<file path="config.mk">
export PLATFORM = sky130hd
export DESIGN_NAME = alu_result_monitor
export DESIGN_NICKNAME = d
export VERILOG_FILES = /design/src/rtl/alu_result_monitor.sv
export SDC_FILE = /design/constraint.sdc
export NUM_CORES = 1
export LEC_CHECK = 0
export BUFFER_PORTS_ARGS = -buffer_cell sky130_fd_sc_hd__buf_2
export CAP_MARGIN = 20
export CELL_PAD_IN_SITES_DETAIL_PLACEMENT = 0
export CELL_PAD_IN_SITES_GLOBAL_PLACEMENT = 1
export CORE_AREA = 5 5 85 63
export CTS_BUF_LIST = sky130_fd_sc_hd__clkbuf_16
export CTS_CLUSTER_DIAMETER = 150
export DETAILED_ROUTE_END_ITERATION = 8
export DIE_AREA = 0 0 90 68
export GPL_ROUTABILITY_DRIVEN = 0
export PLACE_DENSITY_LB_ADDON = 0.1
export SKIP_CTS_REPAIR_TIMING = 1
export SYNTH_ARGS = -nofsm -noshare
export SYNTH_HDL_FRONTEND = slang
export SYNTH_SLANG_ARGS = --single-unit
</file>
<file path="constraint.sdc">
create_clock -name i_clk -period 3.9 [get_ports i_clk]
set_input_delay 0.975 -clock i_clk [delete_from_list [all_inputs] [get_ports i_clk]]
set_output_delay 0.975 -clock i_clk [all_outputs]
set_load 0.01 [all_outputs]
</file>
<file path="src/rtl/alu_result_monitor.sv">
// Buffers ALU {result, flag} pairs in a small FIFO with a sticky overrun flag.
// Define ALU_RESULT_MONITOR_STATS_EN to enable the ERR/OVERFLOW event counters.
module alu_result_monitor #(
    parameter int unsigned WIDTH = 4,
    parameter int unsigned DEPTH = 4
) (
    input  logic                     i_clk,
    input  logic                     i_rstn,
    input  logic                     i_valid,
    input  logic signed [WIDTH-1:0]  i_result,
    input  logic [3:0]               i_flag,
    output logic                     o_valid,
    input  logic                     i_ready,
    output logic [WIDTH-1:0]         o_result,
    output logic [3:0]               o_flag,
    output logic [$clog2(DEPTH):0]   o_level,
    output logic                     o_overrun,
    output logic [7:0]               o_err_cnt,
    output logic [7:0]               o_ovf_cnt
);

    localparam int unsigned AW = $clog2(DEPTH);
    localparam int unsigned LW = AW + 1;

    localparam logic [1:0] ST_EMPTY   = 2'd0;
    localparam logic [1:0] ST_PARTIAL = 2'd1;
    localparam logic [1:0] ST_FULL    = 2'd2;

    logic [WIDTH+3:0] mem_q [DEPTH];
    logic [AW-1:0]    wr_ptr_q, wr_ptr_d;
    logic [AW-1:0]    rd_ptr_q, rd_ptr_d;
    logic [LW-1:0]    level_q, level_d;
    logic [1:0]       state_q, state_d;
    logic             overrun_q, overrun_d;
    logic             push, pop, drop;

    assign pop  = (state_q != ST_EMPTY) && i_ready;
    assign push = i_valid && ((state_q != ST_FULL) || pop);
    assign drop = i_valid && !push;

    always_comb begin
        wr_ptr_d  = wr_ptr_q;
        rd_ptr_d  = rd_ptr_q;
        level_d   = level_q;
        overrun_d = overrun_q | drop;
        if (push) wr_ptr_d = wr_ptr_q + AW'(1);
        if (pop)  rd_ptr_d = rd_ptr_q + AW'(1);
        case ({push, pop})
            2'b10:   level_d = level_q + LW'(1);
            2'b01:   level_d = level_q - LW'(1);
            default: level_d = level_q;
        endcase
        // State is a pure function of the next occupancy.
        if (level_d == '0)
            state_d = ST_EMPTY;
        else if (level_d == LW'(DEPTH))
            state_d = ST_FULL;
        else
            state_d = ST_PARTIAL;
    end

    always_ff @(posedge i_clk) begin
        if (!i_rstn) begin
            wr_ptr_q  <= '0;
            rd_ptr_q  <= '0;
            level_q   <= '0;
            state_q   <= ST_EMPTY;
            overrun_q <= 1'b0;
        end else begin
            wr_ptr_q  <= wr_ptr_d;
            rd_ptr_q  <= rd_ptr_d;
            level_q   <= level_d;
            state_q   <= state_d;
            overrun_q <= overrun_d;
        end
    end

    // Storage needs no reset: the head is masked while EMPTY.
    always_ff @(posedge i_clk) begin
        if (push) mem_q[wr_ptr_q] <= {i_result, i_flag};
    end

    always_comb begin
        o_valid  = (state_q != ST_EMPTY);
        o_result = '0;
        o_flag   = '0;
        if (o_valid) begin
            o_result = mem_q[rd_ptr_q][WIDTH+3:4];
            o_flag   = mem_q[rd_ptr_q][3:0];
        end
    end

    assign o_level   = level_q;
    assign o_overrun = overrun_q;

`ifdef ALU_RESULT_MONITOR_STATS_EN
    logic [7:0] err_cnt_q, err_cnt_d;
    logic [7:0] ovf_cnt_q, ovf_cnt_d;

    always_comb begin
        err_cnt_d = err_cnt_q;
        ovf_cnt_d = ovf_cnt_q;
        if (push && i_flag[0] && (err_cnt_q != 8'hff)) err_cnt_d = err_cnt_q + 8'd1;
        if (push && i_flag[3] && (ovf_cnt_q != 8'hff)) ovf_cnt_d = ovf_cnt_q + 8'd1;
    end

    always_ff @(posedge i_clk) begin
        if (!i_rstn) begin
            err_cnt_q <= '0;
            ovf_cnt_q <= '0;
        end else begin
            err_cnt_q <= err_cnt_d;
            ovf_cnt_q <= ovf_cnt_d;
        end
    end

    assign o_err_cnt = err_cnt_q;
    assign o_ovf_cnt = ovf_cnt_q;
`else
    assign o_err_cnt = 8'd0;
    assign o_ovf_cnt = 8'd0;
`endif

endmodule

</file>
Yosys cells after proc, flatten, opt, wreduce, memory -nomap -nowiden. Memories as Yosys holds them, arrays and structs flattened. A register that Yosys moved wholly into a read port is not among the register bits. Cells that the tools add are included.

Register bits: 10. RAM bits: 32. Input port bits: 12. Output and inout bits: 29. Word-level logic and storage cells: 32. Memories kept: 1.

Memories: mem_q (depth 4, bits a word 8, read ports 1, clocked after Yosys merged registers in 1, write ports 1, line 29) `logic [WIDTH+3:0] mem_q [DEPTH];`.

$add $sub $neg: 4. Equal/unequal tests: 4. Muxes and demuxes: 8. Bitwise operators: 2. Reductions and logical operators: 8.

Operators with widths (count): $mux W4 (2); $mux W2 (3); $pmux W3 S2 (1); $add A2 B1 Y2 const B (2); $add A3 B1 Y3 const B (1); $eq A3 B3 Y1 const B (1); $logic_and A1 B1 Y1 (3); $logic_not A3 Y1 (1); $sub A3 B1 Y3 const B (1); $eq A2 B1 Y1 const B (1); $eq A2 B2 Y1 const B (1); $mux W1 (2); $ne A2 B2 Y1 const B (1); $reduce_bool A2 Y1 (1); $reduce_or A2 Y1 (1); $logic_not A1 Y1 (1); $logic_or A1 B1 Y1 (1); $not A1 Y1 (1); $or A1 B1 Y1 (1).

Depth between registers and ports, before layout. Gate-level depths: netlist of the first run.

Depth in word-level cells: 8. Mapped depth: 10. Depth with buffers taken out: 7.

Least setup slack after synthesis of the first run. No wires, ideal clock.

Path type: input port to flip-flop. Start point: in i_ready. End point: reg state_q[1]. Library setup time: 79 ps. Arrival: 2509 ps. Data required time: 3821 ps. Slack: 1311 ps. Stages: 7. Path buffers: 1. Path through: buf_2 > nor2b_1 > nand2_1 > fa_1 > o2111a_1 > or3_4 > a211oi_2.

Word-level cells in the longest chain between the ends: 7. Elaborated cells on any way between the ends: 10. Those cells by class: 3 x eq/ne; 2 x mux; 5 x reduce/logical.

Ends and longest elaborated chain: start: declaration (line 13) `input logic i_ready,`; $logic_and A1 B1 Y1 (*) (line 37) `assign pop = (state_q != ST_EMPTY) && i_ready;`; $logic_or A1 B1 Y1 (line 38) `assign push = i_valid && ((state_q != ST_FULL) || pop);`; $logic_and A1 B1 Y1 (line 38); $eq A2 B1 Y1 / $eq A2 B2 Y1 (equally long branches) (line 48) `case ({push, pop})`; $pmux W3 S2 (*) (line 48); $eq A3 B3 Y1 / $logic_not A3 Y1 (equally long branches) (line 56, 54); $mux W2 / $reduce_or A2 Y1 (equally long branches); end signal: assignment (line 73) `state_q <= state_d;`; end: declaration (line 33) `logic [1:0] state_q, state_d;`.

Mark *: on every way between the ends. The rest lies on a longest branch, timed or not. A chain may end at the register's enable or synchronous reset.

==> summary.txt, run 1 <==
Synth
  • Warnings from Yosys: 0
  • Flops & latches, synth: 44
  • Syn avg cell area: 14.2 sq um
  • Synth cell types: 31
  • Synthesized instance count: 143
  • Sequential area share after synthesis: 59.2%
  • Syn Std Cell Area: 2030 sq um

Die
  • # IOs: 41
  • Die Span Y: 68 microns
  • Initial Utilization: 44.6%
  • Row cnt: 21
  • Area of the die: 6120 sq um
  • Chip width: 90 microns
  • Core box area: 4550 sq um

Clocking
  • Worst-path clk slew: 0.06 ns
  • CTS tree: built
  • Clk root buf: clkbuf_16
  • Cts bufs inserted: 5
  • Clock latency on the worst-skew pair: 0.27 ns
  • Clock sink total: 44
  • H-Tree Depth: 2
  • Max clock buf depth: 2

STA
  • Worst-margin pin slew: 0.566 ns
  • Slew Limit Headroom: 62.2%
  • Fin. Hold Viols: 0
  • Finish-stage setup viols: 0
  • Worst Skew: 0.00290 ns
  • RSZ-0062 raised after global routing: false
  • Period utilization: 71.7%
  • Fin. max-slew vios: 0
  • Setup tns final: 0 ns
  • Max frequency: 358 MHz
  • Fin crit period: 2.80 ns

Drt
  • DRC violations left: 0
  • Via count: 1077
  • DR WL/cell: 15.0 microns
  • Drt via density: 4.83
  • Met2 WL: 1670 microns
  • Routed wl met3: 190 microns
  • DR pass1 iterations: 4
  • DRT met1 WL: 1470 microns
  • Top routing layer in use: met4
  • DRT antenna net count: 0
  • Detailed Route WL: 3350 microns
  • DR iter-0 viols: 66

Global route
  • Global Route Usage Sum: 11.2%
  • Grt ovf: 0
  • Pin count of the biggest net entering global routing: 16
  • Vias in the first global route: 1097
  • Global-route wire length before repair: 5260 microns
  • Initial antenna violation count: 0

Finish
  • # diodes: 0
  • Most frequent cells in the layout: edfxtp_1, buf_2, and2_1
  • Layout cells sized above 1: 25.3%
  • Non-filler cells, final: 223
  • Final layout net count: 182
  • Final instance area: 2240 sq um
  • Commonest non-fill, non-tap cell in the layout: edfxtp_1
  • Synth-to-layout area growth: 10.6%

Power
  • Lkg Pwr: 0.864 nW
  • VDD IR-drop max: 0.310 mV
  • Tot Pwr: 1.20 mW
  • Power Dens Cells: 533 nW/um^2

Critical path
  • Critical Path Sink Type: output port
  • WS Path Type: reg2out
  • Crit path DAT: 1.82 ns
  • Worst R2R Setup Slack: 1.48 ns
  • Reg-to-reg critical path endpoint: state_q[1]$_SDFF_PP0_
  • Startpoint types: flop
  • Worst path required time: 2.92 ns
  • Worst Path Max Fanout: 8
  • Worst r2r src: state_q[0]$_SDFF_PP0_
  • Register-to-Register Path Depth: 7

Min path
  • Hold depth: 2
  • Hold_sp: o_overrun$_SDFF_PN0_
  • Worst Hold End: o_overrun$_SDFF_PN0_
  • Hold WC Path Type: reg2reg

Place
  • # port buffers: 24
  • Detailed placement HPWL: 2440 microns
  • Placed Instances: 215
  • Placed cell areas: 2110 sq um

Status
  • Status: completed

Job
  • Maxcap violations: 0
==> Yosys cell counts <==
library cell	count	share of area, %
a211oi_2	2	1.2
a21oi_1	2	0.49
a22oi_2	1	0.62
and2_1	18	5.5
and3_1	1	0.31
and3b_1	1	0.43
buf_2	4	0.99
buf_4	16	5.9
buf_6	2	1.1
clkbuf_1	2	0.37
conb_1	1	0.18
dfxtp_1	12	12
edfxtp_1	32	47
fa_1	1	0.99
ha_1	4	2.5
inv_1	5	0.92
mux2i_1	2	0.99
mux4_2	8	8.9
nand2_1	4	0.74
nand3_1	2	0.49
nor2_1	3	0.55
nor2b_1	4	1.2
nor3b_1	2	0.74
o2111a_1	2	1.1
o21a_1	1	0.37
o21ai_0	3	0.74
or2_1	1	0.31
or2b_1	1	0.37
or3_4	1	0.55
xnor2_1	4	1.7
xor2_1	1	0.43
==> layer usage <==
layer,track usage [%],vias up
li1,-,511
met1,13.4,532
met2,20.1,32
met3,3.74,2
met4,2.23,0
met5,0,-
==> power breakdown <==
part	total, mW	switching (mW)	internal [mW]
Sequential	0.579	0.0365	0.542
Clock	0.380	0.149	0.231
Combinational	0.237	0.123	0.114
==> area by class of cell <==
| type | instances | area [sq um] |
|---|---|---|
| clock buffer | 5 | 125 |
| timing repair buffer | 24 | 120 |
| fill | 405 | 2300 |
| multi-input combinational | 85 | 696 |
| inverter | 5 | 18.8 |
| sequential | 44 | 1200 |
| clock inverter | 3 | 12.5 |
| tap | 57 | 71.3 |
==> through the flow <==
step / setup WS, ns / hold slack (ns) / util, %
5_1_grt: 0.949 / 0.537 / 49.4
4_1_cts: 1.03 / 0.508 / 49.4
6_report: 1.10 / 0.499 / 49.4
3_5_place_dp: 1.11 / 0.491 / 46.4
2_1_floorplan: 1.31 / 0.525 / -
3_3_place_gp: 1.18 / 0.468 / 46.4
==> state kept, by name, indices dropped and copies added (netlist names), named ones only <==
signal and cells:
wr_ptr_q 2, rd_ptr_q 2, o_level 3, state_q 2, o_overrun 1, mem_q 32
==> kinds of logic (layout without fill, tap and decap cells) <==
family                   Yosys count  after routing  synth area share [%]
flip-flops                        44             44                  59.2
AND/OR/NAND/NOR                   38             38                  11.3
buffers and inverters             29             37                  9.31
AO/OA/AOI/OAI                     11             11                  4.56
multiplexers                      10             10                  9.86
adder cells (fa/ha/maj)            5              5                  3.45
XOR/XNOR                           5              5                  2.16
other                              1             16                 0.185
==> critical path, stage by stage, from the launching register on <==
cell	delay (ns)
dfxtp_1	0.67
mux4_2	0.57
and2_1	0.17
buf_2	0.13
==> worst max-delay path by stage <==
stage,startpoint,to,slack (ns),depth (start not counted)
finish,flop,o_result[3],1.10,3
global route,flop,o_result[3],0.95,3
CTS,flop,o_flag[0],1.03,3
detailed placement,i_ready,state_q[1]$_SDFF_PP0_,1.11,8
global placement,i_ready,o_level[1]$_SDFF_PN0_,1.18,8
floorplan,i_ready,state_q[1]$_SDFF_PP0_,1.31,7
No activity file was read; power rests on OpenSTA's default activity.
==> run 2, diff against run 1 <==
Settings changed: CORE_AREA 5 5 85 63 to 5 5 92 68, DIE_AREA 0 0 90 68 to 0 0 97 73.
Clock period 3.9 ns to 2.3 ns, I/O delays scaled along.
==> run 2 against run 1 <==
Compared with the run above:
- via count is 2.8% higher
- critical path depth grew 1
- cell area grew 5.4%
- global-route usage down 0.74 points
- combinational power is 89% higher
- count of clock-buffer cells in the layout unchanged
- power up 84%
- worst setup slack got worse by 0.97 ns
- clock power grew 110%
- register-to-register slack worse by 1.1 ns
==> summary.txt, run 2 (synthesized netlist as in run 1, its figures left out) <==
Drt
  • DR pass1 iterations: 4
  • DR WL/cell: 14.1 microns
  • DR iter-0 viols: 49
  • Detailed Route WL: 3530 microns
  • Drt via density: 4.43
  • Via count: 1107
  • DRC violations left: 0
  • DRT antenna net count: 0

Critical path
  • Critical-path cell list: buf_4 -> mux4_2 -> and2_1 -> buf_2
  • Worst Path Max Fanout: 5
  • WS Path Type: reg2out
  • Critical Path Slowest Stage Cell: mux4_2
  • Crit path DAT: 1.60 ns
  • Top cell family by delay on the critical path: multiplexers
  • Startpoint types: flop
  • Worst path required time: 1.73 ns
  • CP max stage delay: 0.50 ns
  • Critical Path Sink Type: output port
  • Crit path buf inv count: 2

Die
  • Core box area: 5440 sq um
  • Die Span Y: 73 microns
  • Chip width: 97 microns
  • Row cnt: 23
  • Initial Utilization: 37.3%
  • Area of the die: 7080 sq um
  • # IOs: 41

Clocking
  • Max clock buf depth: 2
  • Clock sink total: 44
  • Worst-path clk slew: 0.06 ns
  • Clk root buf: clkbuf_16
  • Cts bufs inserted: 5
  • CTS tree: built
  • H-Tree Depth: 2
  • Clock latency on the worst-skew pair: 0.28 ns

Finish
  • Final layout net count: 191
  • Most frequent cells in the layout: edfxtp_1, buf_2, and2_1
  • Synth-to-layout area growth: 16.5%
  • Layout cells sized above 1: 29.7%
  • Commonest non-fill, non-tap cell in the layout: edfxtp_1
  • # diodes: 0
  • Largest register FFs: 32
  • # fillers: 503
  • Biggest register: mem_q

STA
  • Fin. Hold Viols: 0
  • RSZ-0062 raised after global routing: false
  • Setup tns final: 0 ns
  • Period utilization: 94.4%
  • Worst Skew: 0.00371 ns
  • Finish-stage setup viols: 0
  • Fin. max-slew vios: 0
  • Fin crit period: 2.17 ns
  • Max frequency: 461 MHz
  • Final hold slack: 0.482 ns

Global route
  • Vias in the first global route: 1115
  • Pin count of the biggest net entering global routing: 15
  • Global Route Usage Sum: 10.4%
  • Grt ovf: 0
  • Global-route wire length before repair: 5550 microns
  • Initial antenna violation count: 0

Power
  • Lkg Pwr: 0.916 nW
  • VDD IR-drop max: 0.341 mV
  • Tot Pwr: 2.21 mW
  • Power Dens Cells: 932 nW/um^2

Place
  • # port buffers: 24
  • Detailed placement HPWL: 2530 microns

Status
  • Status: completed

Job
  • Maxcap violations: 0

Min path
  • Hold WC Path Type: reg2reg
-- run 2: layout make-up --
| class | instances | area, sq um | area share (%) |
|---|---|---|---|
| inverters | 5 | 18.8 | 0.794 |
| clock inverters | 3 | 42.5 | 1.80 |
| clock buffers | 5 | 125 | 5.29 |
| repair buffers | 33 | 188 | 7.94 |
| well taps | 75 | 93.8 | 3.97 |
| multi-input cells | 85 | 696 | 29.4 |
| flip-flops and latches | 44 | 1200 | 50.8 |
-- run 2: power by group --
| group | total, mW | switching (mW) | internal [mW] | leakage [nW] |
|---|---|---|---|---|
| Clock | 0.792 | 0.282 | 0.510 | 0.0814 |
| Combinational | 0.449 | 0.229 | 0.220 | 0.442 |
| Sequential | 0.964 | 0.0450 | 0.919 | 0.392 |
| Total | 2.21 | 0.557 | 1.65 | 0.916 |
-- run 2: metal layers --
layer / part of all wire, % / vias up / track usage (%) / routed length [microns]
met3: 5.7 / 5 / 3.72 / 200
met4: 1.1 / 0 / 4.21 / 39
met2: 48 / 30 / 16.6 / 1690
met5: 0 / - / 0 / 0
met1: 45 / 534 / 13.1 / 1610
li1: - / 538 / - / -
-- run 2: worst paths after layout --
check / from / end / slack [ns] / cells after the start
worst max register to register: state_q[0]$_SDFF_PP0_ / o_level[1]$_SDFF_PN0_ / 0.34 / 7
worst max-delay path: flop / o_result[1] / 0.13 / 4
worst min-delay path: o_overrun$_SDFF_PN0_ / o_overrun$_SDFF_PN0_ / 0.48 / 2
worst min register to register: o_overrun$_SDFF_PN0_ / o_overrun$_SDFF_PN0_ / 0.48 / 2
-- run 2: worst register-to-register path: stages (launching register included) --
cell	delay [ns]
dfxtp_1	0.48
or2_1	0.17
nand2_1	0.07
fa_1	0.48
and3b_1	0.18
o21ai_0	0.14
o2111a_1	0.26
and2_1	0.13
-- run 2: through the flow --
| stage | std cells | instance area (sq um) | util, % | setup slack [ns] |
|---|---|---|---|---|
| 4_1_cts | 250 | 2360 | 43.5 | 0.0924 |
| 3_3_place_gp | 242 | 2200 | 40.4 | 0.133 |
| 6_report | 250 | 2360 | 43.5 | 0.130 |
| 5_1_grt | 250 | 2360 | 43.5 | 0.0338 |
| 2_1_floorplan | 158 | 2090 | - | 0.111 |
| 3_5_place_dp | 242 | 2200 | 40.4 | 0.0976 |
